$ cat src/rtl/gpio_bus_controller.sv
`default_nettype none
// +----------------------------------------------------------------------------+
// | Module      : gpio_bus_controller                                          |
// | Description : Sequences CPU I/O-space accesses (write/read/SBI/CBI) onto   |
// |               the per-port DDR/PORT/PIN register banks. Optional macro     |
// |               GPIO_PIN_TOGGLE_EN enables PINx-write toggling of PORTx.     |
// | Revision    : 1.0 - initial release                                        |
// +----------------------------------------------------------------------------+
module gpio_bus_controller #(
    parameter int         NUM_PORTS = 4,
    parameter int         WIDTH     = 8,
    parameter logic [5:0] BASE_ADDR = 6'h10
) (
    input  logic                       clk,
    input  logic                       clr_n,
    input  logic [5:0]                 io_addr,
    input  logic                       io_wr,
    input  logic                       io_rd,
    input  logic                       io_sbi,
    input  logic                       io_cbi,
    input  logic [2:0]                 io_bit,
    input  logic [WIDTH-1:0]           io_wdata,
    input  logic [NUM_PORTS*WIDTH-1:0] ddr_q,
    input  logic [NUM_PORTS*WIDTH-1:0] port_q,
    input  logic [NUM_PORTS*WIDTH-1:0] pin_q,
    output logic [NUM_PORTS-1:0]       ddr_we,
    output logic [NUM_PORTS-1:0]       port_we,
    output logic [WIDTH-1:0]           reg_wdata,
    output logic [WIDTH-1:0]           io_rdata,
    output logic                       io_rvalid,
    output logic                       ready,
    output logic                       addr_err
);

    localparam logic [2:0] c_S_IDLE      = 3'd0;
    localparam logic [2:0] c_S_WRITE     = 3'd1;
    localparam logic [2:0] c_S_READ      = 3'd2;
    localparam logic [2:0] c_S_RMW_MOD   = 3'd3;
    localparam logic [2:0] c_S_RMW_WRITE = 3'd4;

    localparam logic [1:0] c_OP_SET   = 2'd0;
    localparam logic [1:0] c_OP_CLR   = 2'd1;
    localparam logic [1:0] c_OP_TBIT  = 2'd2;
    localparam logic [1:0] c_OP_TMASK = 2'd3;

`ifdef GPIO_PIN_TOGGLE_EN
    localparam logic c_TOGGLE_EN = 1'b1;
`else
    localparam logic c_TOGGLE_EN = 1'b0;
`endif

    logic [2:0]           r_state;
    logic [NUM_PORTS-1:0] r_sel;
    logic                 r_is_ddr;
    logic [1:0]           r_op;
    logic [2:0]           r_bit;
    logic [WIDTH-1:0]     r_wdata;
    logic                 r_kill;

    logic [NUM_PORTS-1:0] w_pin_sel;
    logic [NUM_PORTS-1:0] w_ddr_sel;
    logic [NUM_PORTS-1:0] w_port_sel;
    logic                 w_pin_hit;
    logic                 w_reg_hit;
    logic                 w_bit_range;
    logic [WIDTH-1:0]     w_rd_val;
    logic [WIDTH-1:0]     w_rmw_cur;
    logic [WIDTH-1:0]     w_rmw_val;
    logic [WIDTH-1:0]     w_bit_mask;

    // Port p sits r = NUM_PORTS-1-p register triplets above BASE_ADDR.
    for (genvar p = 0; p < NUM_PORTS; p++) begin : g_dec
        localparam logic [5:0] c_PIN_ADDR = 6'(int'(BASE_ADDR) + 3 * (NUM_PORTS - 1 - p));
        assign w_pin_sel[p]  = (io_addr == c_PIN_ADDR);
        assign w_ddr_sel[p]  = (io_addr == c_PIN_ADDR + 6'd1);
        assign w_port_sel[p] = (io_addr == c_PIN_ADDR + 6'd2);
    end

    assign w_pin_hit   = |w_pin_sel;
    assign w_reg_hit   = |(w_ddr_sel | w_port_sel);
    assign w_bit_range = ~io_addr[5];
    assign ready       = (r_state == c_S_IDLE);
    assign w_bit_mask  = {{(WIDTH-1){1'b0}}, 1'b1} << r_bit;

    // Decode is one-hot, so OR-reducing the selected slices acts as a mux.
    always_comb begin
        w_rd_val  = '0;
        w_rmw_cur = '0;
        for (int p = 0; p < NUM_PORTS; p++) begin
            if (w_pin_sel[p])  w_rd_val = w_rd_val | pin_q[p*WIDTH +: WIDTH];
            if (w_ddr_sel[p])  w_rd_val = w_rd_val | ddr_q[p*WIDTH +: WIDTH];
            if (w_port_sel[p]) w_rd_val = w_rd_val | port_q[p*WIDTH +: WIDTH];
            if (r_sel[p])
                w_rmw_cur = w_rmw_cur | (r_is_ddr ? ddr_q[p*WIDTH +: WIDTH]
                                                  : port_q[p*WIDTH +: WIDTH]);
        end
    end

    always_comb begin
        w_rmw_val = w_rmw_cur;
        case (r_op)
            c_OP_SET:   w_rmw_val = w_rmw_cur | w_bit_mask;
            c_OP_CLR:   w_rmw_val = w_rmw_cur & ~w_bit_mask;
            c_OP_TBIT:  w_rmw_val = w_rmw_cur ^ w_bit_mask;
            c_OP_TMASK: w_rmw_val = w_rmw_cur ^ r_wdata;
            default:    w_rmw_val = w_rmw_cur;
        endcase
    end

    always_ff @(posedge clk or negedge clr_n) begin
        if (!clr_n) begin
            r_state   <= c_S_IDLE;
            r_sel     <= '0;
            r_is_ddr  <= 1'b0;
            r_op      <= c_OP_SET;
            r_bit     <= '0;
            r_wdata   <= '0;
            r_kill    <= 1'b0;
            ddr_we    <= '0;
            port_we   <= '0;
            reg_wdata <= '0;
            io_rdata  <= '0;
            io_rvalid <= 1'b0;
            addr_err  <= 1'b0;
        end else begin
            ddr_we    <= '0;
            port_we   <= '0;
            io_rvalid <= 1'b0;
            addr_err  <= 1'b0;
            case (r_state)
                c_S_IDLE: begin
                    r_bit   <= io_bit;
                    r_wdata <= io_wdata;
                    if (io_wr) begin
                        if (w_reg_hit) begin
                            r_state   <= c_S_WRITE;
                            reg_wdata <= io_wdata;
                            ddr_we    <= w_ddr_sel;
                            port_we   <= w_port_sel;
                        end else if (w_pin_hit && c_TOGGLE_EN) begin
                            r_state  <= c_S_RMW_MOD;
                            r_sel    <= w_pin_sel;
                            r_is_ddr <= 1'b0;
                            r_op     <= c_OP_TMASK;
                            r_kill   <= 1'b0;
                        end else begin
                            r_state  <= c_S_WRITE;
                            addr_err <= 1'b1;
                        end
                    end else if (io_sbi || io_cbi) begin
                        r_state  <= c_S_RMW_MOD;
                        r_sel    <= w_ddr_sel | w_port_sel;
                        r_is_ddr <= |w_ddr_sel;
                        r_op     <= io_sbi ? c_OP_SET : c_OP_CLR;
                        r_kill   <= 1'b0;
                        if (w_bit_range && w_reg_hit) begin
                            r_kill <= 1'b0;
                        end else if (w_bit_range && w_pin_hit && c_TOGGLE_EN) begin
                            // SBI toggles the PORT bit; CBI on PIN is a silent no-op.
                            r_sel    <= w_pin_sel;
                            r_is_ddr <= 1'b0;
                            r_op     <= c_OP_TBIT;
                            r_kill   <= ~io_sbi;
                        end else begin
                            r_kill   <= 1'b1;
                            addr_err <= 1'b1;
                        end
                    end else if (io_rd) begin
                        r_state   <= c_S_READ;
                        io_rdata  <= w_rd_val;
                        io_rvalid <= 1'b1;
                        addr_err  <= ~(w_reg_hit | w_pin_hit);
                    end
                end
                c_S_RMW_MOD: begin
                    r_state   <= c_S_RMW_WRITE;
                    reg_wdata <= w_rmw_val;
                    if (!r_kill) begin
                        ddr_we  <= r_is_ddr ? r_sel : '0;
                        port_we <= r_is_ddr ? '0 : r_sel;
                    end
                end
                c_S_WRITE, c_S_READ, c_S_RMW_WRITE: r_state <= c_S_IDLE;
                default:                             r_state <= c_S_IDLE;
            endcase
        end
    end

endmodule
`default_nettype wire
$ cat config.mk
export PLATFORM = sky130hd
export DESIGN_NAME = gpio_bus_controller
export DESIGN_NICKNAME = d
export VERILOG_FILES = /design/src/rtl/gpio_bus_controller.sv
export SDC_FILE = /design/constraint.sdc
export NUM_CORES = 1
export LEC_CHECK = 0
export BUFFER_PORTS_ARGS = -buffer_cell sky130_fd_sc_hd__buf_2
export CELL_PAD_IN_SITES_DETAIL_PLACEMENT = 2
export CELL_PAD_IN_SITES_GLOBAL_PLACEMENT = 2
export CORE_MARGIN = 2
export CORE_UTILIZATION = 28
export CTS_BUF_LIST = sky130_fd_sc_hd__clkbuf_8
export DETAILED_ROUTE_END_ITERATION = 6
export GPL_ROUTABILITY_DRIVEN = 0
export GPL_TIMING_DRIVEN = 1
export PLACE_DENSITY_LB_ADDON = 0.1
export SYNTH_ARGS = -nofsm -noshare
export SYNTH_HDL_FRONTEND = slang
export SYNTH_SLANG_ARGS = --single-unit
$ cat constraint.sdc
create_clock -name clk -period 4.88 [get_ports clk]
set_clock_uncertainty 0.2 [all_clocks]
set_input_delay 0.488 -clock clk [delete_from_list [all_inputs] [get_ports clk]]
set_output_delay 0.488 -clock clk [all_outputs]
set_load 0.01 [all_outputs]
==> results.py <==
metrics = {
    "run_status": {
        "run_status": "finished, violations left",
        "violations": "DRC",
    },
    "power_and_ir_drop": {
        "power_density_mw_per_mm2": 414,
        "power_frac_seq_pct": 40.7,
        "ir_drop_mv": 0.157,
        "p_switching_uw": 682,
        "power.leakage_nw": 1.67,
        "swShare_pct": 44.2,
        "p_int_uw": 861,
        "p_comb_share_pct": 44.7,
        "p_clk_share_pct": 14.6,
    },
    "floorplanning": {
        "start_util_pct": 29.2,
        "die_w_um": 105,
        "ios": 146,
        "die_area_mm2": 0.0111,
        "die_h_um": 105,
        "core_area_mm2": 0.00986,
        "num_rows": 36,
    },
    "finish": {
        "layoutNonFillerInstCount": 579,
        "finish.utilization_pct": 37.8,
        "regArea_um2": 976,
        "nFillCells": 1136,
        "multi_input_area_mm2": 0.00175,
        "diodes": 0,
        "drive_gt1_share_pct": 40.1,
        "syn_to_final_growth_pct": 29.6,
        "nNetsFinal": 564,
    },
    "critical_path": {
        "crit_path_start_kind": "flop",
        "cp_data_required_time_ns": 4.87,
        "critPathKind": "reg -> reg",
        "cp.arrival_ns": 2.64,
        "crit_slowest_cell": "nor4b_4",
        "slowest_delay_ns": 0.76,
        "crit_chain": "or3_1 -> clkinv_8 -> nand2_4 -> nor4b_4 -> nor2_1 -> a221o_2",
        "r2r_start": "r_state[1]$_DFFE_PN0P_",
        "crit_path_end_kind": "flop",
        "path_max_fanout": 14,
        "cp-startpoint": "r_state[1]$_DFFE_PN0P_",
    },
    "sta": {
        "hold_viol": 0,
        "layout_min_cycle_time_ns": 2.65,
        "maxSlewHeadroom_pct": 31.5,
        "fin_crit_sh_pct": 54.3,
        "worst_pin_slew_ns": 1.02,
        "whs_ns": 0.128,
        "setup_viol": 0,
        "max_freq_ghz": 0.378,
        "rsz0062_at_grt": "false",
        "maxSlewViolCount": 0,
        "tns_ns": 0,
    },
    "synthesis": {
        "synthesis.nets": 437,
        "synth_seq_cells": 39,
        "synth-edff-count": 0,
        "yosys.cell_types.count": 56,
        "synth-main-ff-cell": "dfrtp_1",
        "netlist_area_mm2": 0.00288,
        "ys_seq_area_share_pct": 33.9,
        "synth.top_cell.area_share_pct": 33.9,
        "async_flop_share_pct": 100,
        "yosys-top-cells-area": "dfrtp_1, a22oi_1, a222oi_1, nand2_1, a22o_1",
        "yosys.area.top_type": "dfrtp_1",
        "synth_cells": 318,
        "syn-mean-instance-area_um2": 9.05,
        "yosysWarnings": 0,
    },
    "global_route": {
        "grt_max_degree": 40,
        "grt-ovfl-total": 0,
        "antenna_found_initial": 1,
        "track_usage_pct": 25.0,
        "grt_pass1_wl_um": 21200,
        "grt_pass1_vias": 3655,
    },
    "detailed_routing": {
        "drt_iter0_drc": 260,
        "wirelength_um": 13900,
        "ant_nets": 0,
        "viasPerCell": 5.89,
        "top_layer": "met4",
        "wl_per_cell_um": 24.0,
        "dr_wl_met2_um": 6740,
        "first_pass_iters": 7,
        "num_vias": 3408,
        "wl_met3_um": 1090,
        "wl_met1_um": 5820,
        "drc_errors": 5,
    },
    "cts": {
        "post_cts_buffers": 0,
        "hold_buffers": 0,
        "clock_latency_ns": 0.31,
        "cts_max_level": 2,
        "cts_buffers": 5,
        "clockRootBuffer": "clkbuf_8",
        "clock-sinks": 39,
        "cts_resized": 0,
        "cts_tree": "built",
        "clockBufferDepth": 2,
        "cts.clk_slew.worst_paths_ns": 0.08,
    },
    "run": {
        "maxCapViolations": 0,
    },
    "placement": {
        "port_buffers": 145,
        "post-place-cells": 571,
        "dp_hpwl_um": 10600,
    },
    "hold_path": {
        "hp-class": "in -> async",
    },
}
[synth_stat cells (all sizes together) (6+ instances only)]
cell and instances:
nand3 15, and3 8, a22oi 37, mux2 8
buf 12, nor3 7, a21oi 16, dfrtp 39
o22a 6, nand2 35, clkbuf 14, a32oi 6
a22o 14, nor2 27, a222oi 14
[worst max-delay path: cells and delay by family, from the launching register on]
kind                   cells  cell delay [ns]
AND/OR/NAND/NOR            4             1.50
AO/OA/AOI/OAI              1             0.32
flip-flops                 1             0.38
buffers and inverters      1             0.13
[layout by cell type (no fill, tap or decap), types with 3 or more instances in the layout]
cell type  Yosys  final
nor3_1         3      3
nor2_1        24     24
nand2_1       34     34
mux2i_1        3      3
mux2_2         8      8
a221o_2        3      3
a22o_1        14     14
buf_2          4    145
o221ai_1       3      3
a22oi_1       36     36
nor3b_1        4      4
dfrtp_1       39     39
nand4b_1       3      3
nand4_1        4      4
nor3_2         3      3
clkbuf_8       0      5
nor2_4         3      3
a21oi_1       16     16
nand3_1       15     15
a32oi_1        6      6
a222oi_1      14     14
and3_1         8      8
o21ai_0        4      4
o22a_1         6      6
[cells by family after synthesis]
group,count (synthesis),share of synthesized area (%)
AND/OR/NAND/NOR,127,25.5
AO/OA/AOI/OAI,113,31.1
flip-flops,39,33.9
multiplexers,11,4.18
buffers and inverters,28,5.31
[cell type report]
type                            count  area share [%]
Multi-Input combinational cell    251            46.9
Timing Repair Buffer              146            19.7
Sequential cell                    39            26.2
Inverter                            2           0.537
Clock buffer                        5            1.85
Clock inverter                      3           0.436
Tap cell                          133            4.46
[state kept, by name, indices dropped and copies added, names as in the netlist, 3 cells and up]
name       count
reg_wdata      8
ddr_we         4
io_rdata       8
r_bit          3
port_we        4
r_sel          4
r_state        3
[stage by stage]
stage | total power, mW | instance area [um2] | setup slack (ns)
2_1_floorplan | 1.03 | 2880 | 2.73
3_3_place_gp | 1.31 | 3640 | 2.26
3_5_place_dp | 1.33 | 3640 | 2.19
4_1_cts | 1.56 | 3730 | 2.21
5_1_grt | 1.66 | 3730 | 2.06
6_report | 1.54 | 3730 | 2.23
[power by group through the flow]
stage | clock, mW | combinational (mW) | sequential (mW)
2_1_floorplan | 0 | 0.508 | 0.527
3_3_place_gp | 0 | 0.679 | 0.630
3_5_place_dp | 0 | 0.697 | 0.633
4_1_cts | 0.234 | 0.701 | 0.626
5_1_grt | 0.245 | 0.760 | 0.651
6_report | 0.226 | 0.689 | 0.628
[layer usage]
layer,global-route usage (%),up-vias
met5,0,-
met4,6.67,0
met3,4.95,18
met2,42.6,172
met1,32.1,1685
li1,-,1533
[path summary, 6_finish.rpt]
path	slack [ns]	end	depth (start not counted)
setup / recovery	2.23	reg_wdata[7]$_DFFE_PN0P_	6
hold / removal	0.13	io_rvalid$_DFF_PN0_	1
setup reg to reg	2.23	reg_wdata[7]$_DFFE_PN0P_	6
hold reg to reg	0.32	io_rdata[0]$_DFFE_PN0P_	1
max in group asynchronous	3.75	ddr_we[0]$_DFF_PN0_	1
min in group clk	0.18	r_bit[1]$_DFFE_PN0P_	3
(Power assumes the default switching activity.)
